--- src/rtl/riscv_pkg.sv ---
// Shared RV32I control encodings: opcodes, sequencer states, PC/writeback
// select codes, access widths and the decoded control bundle.
package riscv_pkg;

    localparam logic [6:0] OP_R      = 7'b0110011;
    localparam logic [6:0] OP_I      = 7'b0010011;
    localparam logic [6:0] OP_LOAD   = 7'b0000011;
    localparam logic [6:0] OP_STORE  = 7'b0100011;
    localparam logic [6:0] OP_BRANCH = 7'b1100011;
    localparam logic [6:0] OP_JAL    = 7'b1101111;
    localparam logic [6:0] OP_JALR   = 7'b1100111;
    localparam logic [6:0] OP_LUI    = 7'b0110111;
    localparam logic [6:0] OP_SYSTEM = 7'b1110011;

    typedef enum logic [2:0] {
        S_FETCH,
        S_DECODE,
        S_EXEC,
        S_MEM,
        S_WB,
        S_HALT,
        S_TRAP
    } state_t;

    typedef enum logic [1:0] {
        PCS_PLUS4  = 2'b00,
        PCS_BRANCH = 2'b01,
        PCS_JALR   = 2'b10
    } pc_sel_t;

    typedef enum logic [1:0] {
        MTR_ALU  = 2'b00,
        MTR_RAM  = 2'b01,
        MTR_LINK = 2'b10,
        MTR_IMM  = 2'b11
    } mem_to_reg_t;

    // Encoding matches funct3[1:0] of loads and stores
    typedef enum logic [1:0] {
        W_BYTE = 2'b00,
        W_HALF = 2'b01,
        W_WORD = 2'b10,
        W_NONE = 2'b11
    } width_t;

    typedef struct packed {
        logic        legal;
        logic        is_system;
        logic        is_mem;
        logic        is_load;
        logic        alu_src;
        logic        reg_write;
        mem_to_reg_t mem_to_reg;
        pc_sel_t     pc_select;
        width_t      width;
    } ctrl_t;

endpackage

--- src/rtl/control_decode.sv ---
// Combinational instruction decode: opcode/funct3 to the control bundle
// that the sequencer registers onto the datapath strobes.
module control_decode
    import riscv_pkg::*;
(
    input  logic [6:0] opcode,
    input  logic [2:0] funct3,
    output ctrl_t      ctrl
);

    // Map each legal opcode to its datapath controls; unknown encodings stay illegal
    always_comb begin
        ctrl            = '0;
        ctrl.mem_to_reg = MTR_ALU;
        ctrl.pc_select  = PCS_PLUS4;
        ctrl.width      = width_t'(funct3[1:0]);
        case (opcode)
            OP_R: begin
                ctrl.legal     = 1'b1;
                ctrl.reg_write = 1'b1;
            end
            OP_I: begin
                ctrl.legal     = 1'b1;
                ctrl.alu_src   = 1'b1;
                ctrl.reg_write = 1'b1;
            end
            OP_LOAD: begin
                // LB/LH/LW/LBU/LHU only; 011, 110, 111 have no RV32I load
                ctrl.legal      = (funct3 != 3'b011) && (funct3 != 3'b110) && (funct3 != 3'b111);
                ctrl.is_mem     = 1'b1;
                ctrl.is_load    = 1'b1;
                ctrl.alu_src    = 1'b1;
                ctrl.reg_write  = 1'b1;
                ctrl.mem_to_reg = MTR_RAM;
            end
            OP_STORE: begin
                ctrl.legal   = (funct3 < 3'b011);
                ctrl.is_mem  = 1'b1;
                ctrl.alu_src = 1'b1;
            end
            OP_BRANCH: begin
                ctrl.legal     = 1'b1;
                ctrl.pc_select = PCS_BRANCH;
            end
            OP_JAL: begin
                ctrl.legal      = 1'b1;
                ctrl.reg_write  = 1'b1;
                ctrl.mem_to_reg = MTR_LINK;
                ctrl.pc_select  = PCS_BRANCH;
            end
            OP_JALR: begin
                ctrl.legal      = 1'b1;
                ctrl.alu_src    = 1'b1;
                ctrl.reg_write  = 1'b1;
                ctrl.mem_to_reg = MTR_LINK;
                ctrl.pc_select  = PCS_JALR;
            end
            OP_LUI: begin
                ctrl.legal      = 1'b1;
                ctrl.reg_write  = 1'b1;
                ctrl.mem_to_reg = MTR_IMM;
            end
            OP_SYSTEM: begin
                ctrl.legal     = 1'b1;
                ctrl.is_system = 1'b1;
            end
            default: ctrl.legal = 1'b0;
        endcase
    end

endmodule

--- src/rtl/datapath_control_fsm.sv ---
// Multi-cycle RV32I sequencer: FETCH, DECODE, EXEC, optional MEM with a
// ready handshake and timeout, WB. All strobes are registered Moore outputs
// computed for the state being entered.
module datapath_control_fsm
    import riscv_pkg::*;
#(
    parameter int CWIDTH      = 32,
    parameter int MEM_TIMEOUT = 15
) (
    input  logic              clk,
    input  logic              reset,
    input  logic              run,
    input  logic [6:0]        opcode,
    input  logic [2:0]        funct3,
    input  logic              ramReady,
    output logic              pcEn,
    output logic [1:0]        pcSelect,
    output logic              regWrite,
    output logic              aluSrc,
    output logic              ramRdEn,
    output logic              ramWrEn,
    output logic              isByte,
    output logic              isHalf,
    output logic              isWord,
    output logic [1:0]        memToReg,
    output logic              halted,
    output logic              illegal,
    output logic [CWIDTH-1:0] retireCount
);

    // Last MEM cycle index (counter starts at 0 on the first MEM cycle)
    localparam logic [3:0] MEM_LAST = 4'(MEM_TIMEOUT - 1);

    state_t     state;
    logic [6:0] op_q;
    logic [2:0] f3_q;
    logic [3:0] mem_cnt;
    logic [6:0] dec_opcode;
    logic [2:0] dec_funct3;
    ctrl_t      ctrl;

    // Decode the live IR while in DECODE so the EXEC strobes can be registered
    // on the same edge; afterwards the latched copy keeps decode stable
    assign dec_opcode = (state == S_DECODE) ? opcode : op_q;
    assign dec_funct3 = (state == S_DECODE) ? funct3 : f3_q;

    control_decode u_decode (
        .opcode (dec_opcode),
        .funct3 (dec_funct3),
        .ctrl   (ctrl)
    );

    // Sequencer: next state, latched instruction fields, strobes and counters
    always_ff @(posedge clk) begin
        if (!reset) begin
            state       <= S_FETCH;
            op_q        <= '0;
            f3_q        <= '0;
            mem_cnt     <= '0;
            pcEn        <= 1'b0;
            pcSelect    <= PCS_PLUS4;
            regWrite    <= 1'b0;
            aluSrc      <= 1'b0;
            ramRdEn     <= 1'b0;
            ramWrEn     <= 1'b0;
            isByte      <= 1'b0;
            isHalf      <= 1'b0;
            isWord      <= 1'b0;
            memToReg    <= MTR_ALU;
            halted      <= 1'b0;
            illegal     <= 1'b0;
            retireCount <= '0;
        end else begin
            // Strobes drop unless the state being entered raises them
            pcEn     <= 1'b0;
            pcSelect <= PCS_PLUS4;
            regWrite <= 1'b0;
            aluSrc   <= 1'b0;
            ramRdEn  <= 1'b0;
            ramWrEn  <= 1'b0;
            isByte   <= 1'b0;
            isHalf   <= 1'b0;
            isWord   <= 1'b0;
            memToReg <= MTR_ALU;

            case (state)
                S_FETCH: begin
                    if (run) state <= S_DECODE;
                end

                S_DECODE: begin
                    op_q <= opcode;
                    f3_q <= funct3;
                    if (!ctrl.legal) begin
                        state   <= S_TRAP;
                        illegal <= 1'b1;
                    end else if (ctrl.is_system) begin
                        state  <= S_HALT;
                        halted <= 1'b1;
                    end else begin
                        state  <= S_EXEC;
                        aluSrc <= ctrl.alu_src;
                    end
                end

                S_EXEC: begin
                    // Operand select stays applied through MEM/WB: address and JALR target come from the ALU
                    aluSrc <= ctrl.alu_src;
                    if (ctrl.is_mem) begin
                        state   <= S_MEM;
                        mem_cnt <= '0;
                        ramRdEn <= ctrl.is_load;
                        ramWrEn <= !ctrl.is_load;
                        isByte  <= (ctrl.width == W_BYTE);
                        isHalf  <= (ctrl.width == W_HALF);
                        isWord  <= (ctrl.width == W_WORD);
                    end else begin
                        state    <= S_WB;
                        pcEn     <= 1'b1;
                        regWrite <= ctrl.reg_write;
                        memToReg <= ctrl.mem_to_reg;
                        pcSelect <= ctrl.pc_select;
                    end
                end

                S_MEM: begin
                    if (ramReady) begin
                        state    <= S_WB;
                        aluSrc   <= ctrl.alu_src;
                        pcEn     <= 1'b1;
                        regWrite <= ctrl.reg_write;
                        memToReg <= ctrl.mem_to_reg;
                        pcSelect <= ctrl.pc_select;
                    end else if (mem_cnt == MEM_LAST) begin
                        // RAM never answered: abandon the access
                        state   <= S_TRAP;
                        illegal <= 1'b1;
                    end else begin
                        mem_cnt <= mem_cnt + 4'd1;
                        aluSrc  <= aluSrc;
                        ramRdEn <= ramRdEn;
                        ramWrEn <= ramWrEn;
                        isByte  <= isByte;
                        isHalf  <= isHalf;
                        isWord  <= isWord;
                    end
                end

                S_WB: begin
                    state       <= S_FETCH;
                    retireCount <= retireCount + CWIDTH'(1);
                end

                S_HALT: state <= S_HALT;

                S_TRAP: state <= S_TRAP;

                default: state <= S_TRAP;
            endcase
        end
    end

endmodule

--- config.mk ---
export PLATFORM = sky130hd
export DESIGN_NAME = datapath_control_fsm
export DESIGN_NICKNAME = d
export VERILOG_FILES = /design/src/rtl/riscv_pkg.sv /design/src/rtl/control_decode.sv /design/src/rtl/datapath_control_fsm.sv
export SDC_FILE = /design/constraint.sdc
export NUM_CORES = 1
export LEC_CHECK = 0
export ABC_AREA = 1
export CAP_MARGIN = 20
export CORE_MARGIN = 5
export CORE_UTILIZATION = 52
export CTS_BUF_LIST = sky130_fd_sc_hd__clkbuf_8 sky130_fd_sc_hd__clkbuf_16
export CTS_CLUSTER_SIZE = 8
export DETAILED_ROUTE_END_ITERATION = 7
export MAX_ROUTING_LAYER = met4
export PLACE_DENSITY = 0.8
export SLEW_MARGIN = 15
export SYNTH_ARGS = -nofsm -noshare
export SYNTH_HDL_FRONTEND = slang
export SYNTH_SLANG_ARGS = --single-unit
--- constraint.sdc ---
create_clock -name clk -period 2.3 [get_ports clk]
set_input_delay 0.23 -clock clk [delete_from_list [all_inputs] [get_ports clk]]
set_output_delay 0.23 -clock clk [all_outputs]
set_load 0.02 [all_outputs]
# Word-level counts from Yosys, hierarchy flattened
# Index checks and enable logic that the tools add are counted.
[op_classes]
n_reduce_logical = 17
n_eq_ne = 27
add_sub_neg = 2
magnitude_cmp = 1
n_mux = 53
[op_table]
columns = ["operator", "n"]
rows = [
  ["adder 32 x 1 -> 32 bit, second input constant", 1],
  ["equality test 7 bit, second input constant", 4],
  ["2-to-1 mux 1 bit", 22],
  ["equality test 7 x 6 -> 1 bit, second input constant", 3],
  ["2-to-1 mux 3 bit", 7],
  ["case mux 3 bit (6 select lines)", 1],
  ["case mux 1 bit (2 select lines)", 8],
  ["2-to-1 mux 4 bit", 3],
  ["!= test 2 bit, second input constant", 6],
  ["case mux 2 bit (2 select lines)", 3],
  ["!= test 3 bit, second input constant", 3],
  ["2-to-1 mux 2 bit", 4],
  ["case mux 4 bit (2 select lines)", 1],
  ["AND reduction 4 bit", 2],
  ["equality test 7 x 2 -> 1 bit, second input constant", 1],
  ["equality test 7 x 5 -> 1 bit, second input constant", 1],
  ["2-to-1 mux 7 bit", 1],
  ["OR reduction 7 bit", 1],
  ["equality test 3 x 2 -> 1 bit, second input constant", 2],
  ["equality test 3 bit, second input constant", 2],
  ["case mux 1 bit (3 select lines)", 2],
  ["case mux 2 bit (3 select lines)", 1],
  ["OR reduction 2 bit", 3],
  ["OR reduction 6 bit", 1],
  ["15 further kinds", 17],
]
[word_totals]
reg_bits = 63
elab_cells = 117
in_bits = 14
out_inout_bits = 46

# Depth between registers and ports, before layout
# Gate-level depths: netlist of the first run.
[logic_depth]
ltp_word = 8
ltp_mapped = 16
depth_no_buf = 15

# Hierarchy
# A second synthesis of the first run with hierarchy kept.
[hier_totals]
hier_cells = 528
hier_area_um2 = 3489.6
[modules_own_cells]
columns = ["module", "area_each_um2", "cells_per_inst", "seq_area_each_um2", "n_inst"]
rows = [
  ["datapath_control_fsm", 3240.6, 480, 1261.2, 1],
  ["control_decode", 249.0, 48, 0.0, 1],
]

# Least setup slack after synthesis of the first run
# Ideal clock, no wire load.
[synth_timing]
kind = "register -> register"
from = "register retireCount[0]"
to = "register retireCount[22]"
required_ns = 2.172
slack_ns = 0.476
setup_ns = 0.128
period_less_slack_ns = 1.824
arrival_ns = 1.697
path_buffers = 0
stages_incl_launch_ff = 10
cell_sequence = "dfxtp_1 > ha_1 > nand3_2 > nor2_4 > nand4_1 > nor2_2 > nand2_1 > nor2_1 > xor2_1 > nor2_1"
[synth_between]
elab_chain_cells = 1
[synth_lines]
columns = ["item", "line", "text"]
rows = [
  ["start: declaration", "datapath_control_fsm.sv:28", "output logic [CWIDTH-1:0] retireCount"],
  ["start signal: assignment", "datapath_control_fsm.sv:151", "retireCount <= retireCount + CWIDTH'(1);"],
  ["adder 32 x 1 -> 32 bit", "datapath_control_fsm.sv:151", ""],
]
# No other way between the ends.
# A chain may end at the register's enable or synchronous reset.

# Worst setup path in the final report of the first run
[layout_timing]
from = "register state[1]"
to = "register retireCount[22]"
[layout_between]
elab_chain_cells = 1
[layout_lines]
columns = ["item", "line", "text"]
rows = [
  ["start: declaration", "datapath_control_fsm.sv:34", "state_t state;"],
  ["start signal: assignment", "datapath_control_fsm.sv:56", "state <= S_FETCH;"],
  ["start signal: assignment", "datapath_control_fsm.sv:88", "if (run) state <= S_DECODE;"],
  ["start signal: assignment", "datapath_control_fsm.sv:95", "state <= S_TRAP;"],
  ["equality test 3 bit", "datapath_control_fsm.sv:86", "case (state)"],
]
# No other way between the ends.

==> impl_metrics.tcl, run 1 <==
set metrics [dict create \
    status "finished clean" \
    max_cap_violations 0 \
    post_layout_inst_area_sq_um 4100 \
    placedInstanceArea_sq_um 3840 \
    worst_skew_pair.late_latency_ns 0.34 \
    p_total_mw 3.41 \
    grt_antenna_before_repair 0 \
    drt.antenna.violating_nets 0 \
    io_buffers 59 \
    yosys.cell_types.count 37 \
    ctsHoldBuffers 0 \
    grt_first_pass_wirelength_mm 13.9 \
    die_width_microns 88.3 \
    drc_errors 0 \
    num-fill-cells 489 \
    post-synth-top-area-fraction 0.396 \
    fin_crit_sh 0.899 \
    min-delay-path-class "reg -> reg" \
    drtIter0Drc 183 \
    leakage_nw 1.57 \
    detail_route.wirelength.met1_mm 3.59 \
    synth_seq_area_share 0.396 \
    max_freq_ghz 0.484 \
    post_synth_inst_count 458 \
    timing_worst_setup_path_type "reg -> reg" \
    critical_path.max_fanout 7 \
    worst_clock_skew_ns 0.0103 \
    cts_tree "yes" \
    diodes 0 \
    grt_pass1_vias 3115 \
    cts_resized 0 \
    cp_max_delay_cell "sky130_fd_sc_hd__dfxtp_1" \
    postCtsSetupRepairBufs 0 \
    clk_pin_slew_worst_paths_ns 0.07 \
    async_set_or_reset_flop_fraction_in_the_synthesized_netlist 0 \
    max_slew.worst_pin.slew_ns 0.490 \
    synth_register_bits 63 \
    final_util 0.688 \
    finalCriticalPeriod_ns 2.07 \
    postLayoutSetupSlackWorst_ns 0.233 \
    layout.cells.most_common "sky130_fd_sc_hd__nand2_1" \
    effective_utilization_at_floorplan 0.535 \
    vias 3208 \
    required_worst_endpoint_ns 2.52 \
    pin_count_of_the_biggest_net_entering_global_routing 39 \
    netlist_top_cells_area "sky130_fd_sc_hd__dfxtp_1 (40%), sky130_fd_sc_hd__nand2_1 (12%), sky130_fd_sc_hd__inv_1 (6.7%)" \
    tritoncts_num_sinks 63 \
    critical_path.top_delay_family "simple AND/OR/NAND/NOR gates" \
    finalWirelength_mm 8.13 \
    start_kind "flop" \
    std_cell_rows 28 \
    postSynthNetCount 475 \
    critical_path_cell_list "inv_2 > nand3_4 > inv_2 > nand3_2 > nor2_4 > nand4_1 > nor2_2 > nand2_1 > nor2_1 > xor2_1 > nor2_1" \
    netlist.top_cell.by_area "sky130_fd_sc_hd__dfxtp_1" \
    highest-signal-layer "met4" \
    cts.path.max_buffers 2 \
    firstDrtPassIters 5 \
    worst_ep_arrival_time_ns 2.29 \
    timing.critical_path.buf_inv 2 \
    synth.avg_cell_area_sq_um 6.96 \
    die_h_microns 88.3 \
    power.density_cell_area_nw_per_um2 834 \
    route.detailed.vias_per_inst 5.34 \
    synthToLayoutAreaGrowth_pct 28.5 \
    met3RoutedLength_microns 476 \
    die-area_sq_um 7790 \
    vdd_drop_max_v 0.000490 \
    clock_tree.root_cell "sky130_fd_sc_hd__clkbuf_8" \
    number_of_buffers_created_by_cts 9 \
    report.final.setup_viol 0 \
    h-tree-depth 3 \
    dominantRegCellSynth "sky130_fd_sc_hd__dfxtp_1" \
    final-hold-violation-count 0 \
    layout.nets 538 \
    layout.cells.most_common_list "sky130_fd_sc_hd__nand2_1 (100), sky130_fd_sc_hd__dfxtp_1 (61), sky130_fd_sc_hd__clkdlybuf4s50_1 (59)" \
    post_route_cells_drive_above_1_share 0.114 \
    io_pins 60 \
    drt-wirelength-per-cell_microns 13.5 \
    met2_wire_length_mm 3.90 \
    synth_enable_flop_cells 0 \
    core_outline_area_sq_um 5960 \
    gr-usage-all-layers 0.230 \
    syn-cell-area_sq_um 3190 \
    ys.warnings.count 0 \
    finalWeightedCongestion 0.855 \
    pre_cts_ws_ns 0.129 \
    timing.final.max_slew_violations 0 \
    globalRouteOverflowTotal 0 \
    post_detail_place_hpwl_mm 5.74 \
    slew-limit-headroom 0.671 \
    critPathMaxStageDelay_ns 0.36 \
    worstSetupEndpointType "flop" \
]
-- through the flow --
step | TNS (ns) | hold WS (ns) | instances
2_1_floorplan | 0 | 0.374 | 458
3_3_place_gp | 0 | 0.441 | 585
3_5_place_dp | 0 | 0.443 | 585
4_1_cts | 0 | 0.454 | 601
5_1_grt | -0.00171 | 0.472 | 601
6_report | 0 | 0.451 | 601
-- routing by layer --
layer | vias up | track usage
li1 | 1603 | -
met3 | 21 | 0.0335
met5 | - | -
met4 | 0 | 0.0975
met1 | 1459 | 0.278
met2 | 125 | 0.383
-- report_power, final --
part | leakage (nW) | switching, mW | internal, mW
clock | 0.127 | 0.431 | 0.726
sequential | 0.510 | 0.0839 | 1.19
combinational | 0.930 | 0.653 | 0.329
total | 1.57 | 1.17 | 2.25
-- registers in the layout, indices dropped and copies added (netlist names) --
register	count
retireCount	32
op_q	7
mem_cnt	4
f3_q	3
state	3
memToReg	2
pcSelect	2
aluSrc	1
halted	1
illegal	1
isByte	1
isHalf	1
isWord	1
pcEn	1
ramRdEn	1
ramWrEn	1
regWrite	1
-- cells by family after synthesis --
kind of cell | share of synthesized area
AND/OR/NAND/NOR | 0.360
buffers and inverters | 0.0962
flip-flops | 0.396
adder cells (fa/ha/maj) | 0.0118
AO/OA/AOI/OAI | 0.106
XOR/XNOR | 0.0302
-- worst reg2reg max path, cell delays in order (launching register included) --
cell and delay, ns:
sky130_fd_sc_hd__dfxtp_1 0.36, sky130_fd_sc_hd__inv_2 0.15, sky130_fd_sc_hd__nand3_4 0.13, sky130_fd_sc_hd__inv_2 0.14, sky130_fd_sc_hd__nand3_2 0.11, sky130_fd_sc_hd__nor2_4 0.15, sky130_fd_sc_hd__nand4_1 0.16, sky130_fd_sc_hd__nor2_2 0.22
sky130_fd_sc_hd__nand2_1 0.16, sky130_fd_sc_hd__nor2_1 0.14, sky130_fd_sc_hd__xor2_1 0.18, sky130_fd_sc_hd__nor2_1 0.07
-- cell type report --
type | instances | area, sq um | area share
Multi-Input combinational cell | 322 | 1630 | 0.398
Clock inverter | 3 | 63.8 | 0.0156
Sequential cell | 63 | 1260 | 0.308
Clock buffer | 13 | 179 | 0.0437
Inverter | 63 | 239 | 0.0583
Tap cell | 75 | 93.8 | 0.0229
Timing Repair Buffer | 62 | 626 | 0.153
-- synthesized netlist by cell type (5+ instances only) --
library cell               count
sky130_fd_sc_hd__a21oi_1      33
sky130_fd_sc_hd__clkbuf_1      6
sky130_fd_sc_hd__dfxtp_1      63
sky130_fd_sc_hd__inv_1        57
sky130_fd_sc_hd__inv_2         5
sky130_fd_sc_hd__nand2_1     100
sky130_fd_sc_hd__nand2_2      13
sky130_fd_sc_hd__nand3_1      33
sky130_fd_sc_hd__nand4_1      11
sky130_fd_sc_hd__nor2_1       55
sky130_fd_sc_hd__nor2_2        6
sky130_fd_sc_hd__nor3_1       19
sky130_fd_sc_hd__o21ai_0      12
sky130_fd_sc_hd__xor2_1        9
-- worst paths after layout --
check / to / slack (ns) / from / cells after the start
setup / recovery: retireCount[22]$_SDFFE_PN0P_ / 0.23 / state[1]$_SDFFE_PN0P_ / 11
hold / removal: halted$_SDFFE_PN0P_ / 0.45 / halted$_SDFFE_PN0P_ / 2
setup reg to reg: retireCount[22]$_SDFFE_PN0P_ / 0.23 / state[1]$_SDFFE_PN0P_ / 11
hold reg to reg: halted$_SDFFE_PN0P_ / 0.45 / halted$_SDFFE_PN0P_ / 2
Power figures use the tool's default switching activity.
==> run 2: changes to the inputs <==
- ABC_CLOCK_PERIOD_IN_PS: not set -> 2300
==> results of run 2 <==
Same layout as run 1: the final DEF is identical, and so are final timing and power.
==> run 3: changes to the inputs <==
- CORE_UTILIZATION: 52 -> 25
- PLACE_DENSITY: 0.8 -> not set
- RECOVER_POWER: not set -> 50
==> impl_metrics.tcl, run 3 (synthesis gave the netlist of run 1 again) <==
set metrics [dict create \
    p_total_mw 3.44 \
    vdd_drop_max_v 0.000301 \
    postLayoutSetupSlackWorst_ns 0.194 \
    core_outline_area_sq_um 12600 \
    effective_utilization_at_floorplan 0.254 \
    cells_after_dpl 684 \
    finalSetupTns_ns 0 \
    die_width_microns 123 \
    hold_path.startpoint "halted$_SDFFE_PN0P_" \
    route.detailed.vias_per_inst 4.41 \
    drtIter0Drc 144 \
    report.final.setup_viol 0 \
    grt_first_pass_wirelength_mm 14.2 \
    critical_path.top_delay_family "simple AND/OR/NAND/NOR gates" \
    post_detail_place_hpwl_mm 6.42 \
    finalWeightedCongestion 0.899 \
    required_worst_endpoint_ns 2.52 \
    critical_path.max_fanout 9 \
    globalRouteOverflowTotal 0 \
    min-delay-path-class "reg -> reg" \
    max_freq_ghz 0.475 \
    critPathMaxStageDelay_ns 0.42 \
    number_of_buffers_created_by_cts 9 \
    h-tree-depth 3 \
    hold_path_end "halted$_SDFFE_PN0P_" \
    total_switching_power_mw 1.21 \
    grt_antenna_before_repair 0 \
    timing.hold.ws_ns 0.452 \
    leakage_nw 1.71 \
    die-area_sq_um 15100 \
    finalCriticalPeriod_ns 2.11 \
    power.density_cell_area_nw_per_um2 809 \
    die_h_microns 123 \
    p_seq_frac 0.372 \
    layout.nets 541 \
    pre_cts_ws_ns 0.163 \
    start_kind "flop" \
    max_cap_violations 0 \
    source_of_the_worst_register_to_register_timing_path "state[0]$_SDFFE_PN0P_" \
    power.combinational.fraction 0.285 \
    slew-limit-headroom 0.726 \
    clk_pin_slew_worst_paths_ns 0.05 \
    whs_path_depth 2 \
    std_cell_rows 41 \
    layout.cells.most_common_list "sky130_fd_sc_hd__nand2_1 (100), sky130_fd_sc_hd__dfxtp_1 (61), sky130_fd_sc_hd__inv_1 (59)" \
    cts.path.max_buffers 2 \
    drt.antenna.violating_nets 0 \
    drt-wirelength-per-cell_microns 12.2 \
    io_buffers 59 \
    fin_cells 701 \
    synthToLayoutAreaGrowth_pct 33.4 \
    worst_skew_pair.late_latency_ns 0.33 \
    timing_worst_setup_path_type "reg -> reg" \
    power.share.clock 0.344 \
    layout.cells.most_common "sky130_fd_sc_hd__nand2_1" \
    switching_share 0.350 \
    worst_ep_arrival_time_ns 2.33 \
    drc_errors 0 \
    timing.final.max_slew_violations 0 \
    pin_count_of_the_biggest_net_entering_global_routing 21 \
    fin_crit_sh 0.916 \
    finalWirelength_mm 8.57 \
    cts_tree "yes" \
    design_internal_power_mw 2.23 \
    num-fill-cells 1351 \
    regMostFlops "retireCount" \
    max_slew.worst_pin.slew_ns 0.407 \
    worstSetupEndpointType "flop" \
    post_route_cells_drive_above_1_share 0.117 \
    final-hold-violation-count 0 \
    grt_pass1_vias 3097 \
    critical_path_cell_list "inv_2 > nor2_1 > nand3_1 > nand2_4 > nand2_1 > nor2_1 > nand2_1 > nand3_1 > nand2_2 > inv_2 > nand2_2 > o21ai_2 > inv_1" \
    vias 3093 \
    clock_tree.root_cell "sky130_fd_sc_hd__clkbuf_16" \
    largest_register_ff_count 32 \
    io_pins 60 \
    reg2reg_slack_ns 0.19 \
    gr-usage-all-layers 0.123 \
    regToRegEndpoint "mem_cnt[0]$_SDFFE_PN0P_" \
    cp_max_delay_cell "sky130_fd_sc_hd__dfxtp_2" \
    status "finished clean" \
    diodes 0 \
    timing.critical_path.buf_inv 3 \
    worst_clock_skew_ns 0.00541 \
    reg_top3 "retireCount x32, op_q x7, mem_cnt x4" \
    tritoncts_num_sinks 63 \
    firstDrtPassIters 6 \
    ctsHoldBuffers 0 \
    r2r_cells 13 \
    rsz_0062_raised_after_global_routing "no" \
]
[run 3: changes by cell type in the layout (fill, tap and decap cells not counted), moves of 2 or more]
cell	before	now
sky130_fd_sc_hd__clkbuf_8	13	0
sky130_fd_sc_hd__clkdlybuf4s50_1	59	25
sky130_fd_sc_hd__bufinv_16	2	0
sky130_fd_sc_hd__buf_4	2	5
sky130_fd_sc_hd__clkinv_2	0	5
sky130_fd_sc_hd__clkbuf_16	0	9
sky130_fd_sc_hd__dlygate4sd3_1	0	34
sky130_fd_sc_hd__nor2_2	5	3
[run 3: worst min-delay path: stages (launching register included)]
cell                      delay [ns]
sky130_fd_sc_hd__dfxtp_1        0.30
sky130_fd_sc_hd__inv_1          0.05
sky130_fd_sc_hd__a21oi_1        0.05
[run 3: power by group through the flow]
stage	sequential (mW)	clock (mW)	combinational [mW]
after floorplan	1.29	0	0.762
after global placement	1.29	0	0.932
after detailed placement	1.29	0	0.957
after CTS	1.27	1.21	0.964
after global routing	1.29	1.27	1.11
final	1.28	1.18	0.978
[run 3: how the worst max path moves through the flow]
stage,startpoint,end,depth (start not counted)
floorplan,retireCount[0]$_SDFFE_PN0P_,retireCount[22]$_SDFFE_PN0P_,9
global placement,state[2]$_SDFFE_PN0P_,retireCount[22]$_SDFFE_PN0P_,10
detailed placement,state[2]$_SDFFE_PN0P_,retireCount[27]$_SDFFE_PN0P_,11
CTS,state[2]$_SDFFE_PN0P_,retireCount[27]$_SDFFE_PN0P_,11
global route,state[0]$_SDFFE_PN0P_,mem_cnt[0]$_SDFFE_PN0P_,13
finish,state[0]$_SDFFE_PN0P_,mem_cnt[0]$_SDFFE_PN0P_,13
[run 3: layer usage]
| metal | track usage | routed length [microns] |
|---|---|---|
| met1 | 0.148 | 4110 |
| met2 | 0.193 | 3840 |
| met3 | 0.0416 | 480 |
| met5 | - | 0 |
| met4 | 0.0434 | 137 |
[run 3: layout make-up]
cell class | instances | area, sq um | share of cell area
inverter | 63 | 239 | 0.0562
timing repair buffer | 65 | 636 | 0.150
clock buffer | 9 | 225 | 0.0530
clock inverter | 7 | 32.5 | 0.00765
sequential | 63 | 1260 | 0.297
tap | 172 | 215 | 0.0506
multi-input combinational | 322 | 1640 | 0.386
[run 3: timing repair]
| action | in CTS | in global routing |
|---|---|---|
| endpoints found under the setup margin | 0 | 11 |
| setup buffers | 0 | 1 |
| resized for setup | 0 | 6 |
[run 3: per-stage QoR]
stage	instance area, sq um	util
after floorplan	3190	-
after global placement	3960	0.315
after detailed placement	3960	0.315
after CTS	4220	0.336
after global routing	4250	0.338
final	4250	0.338
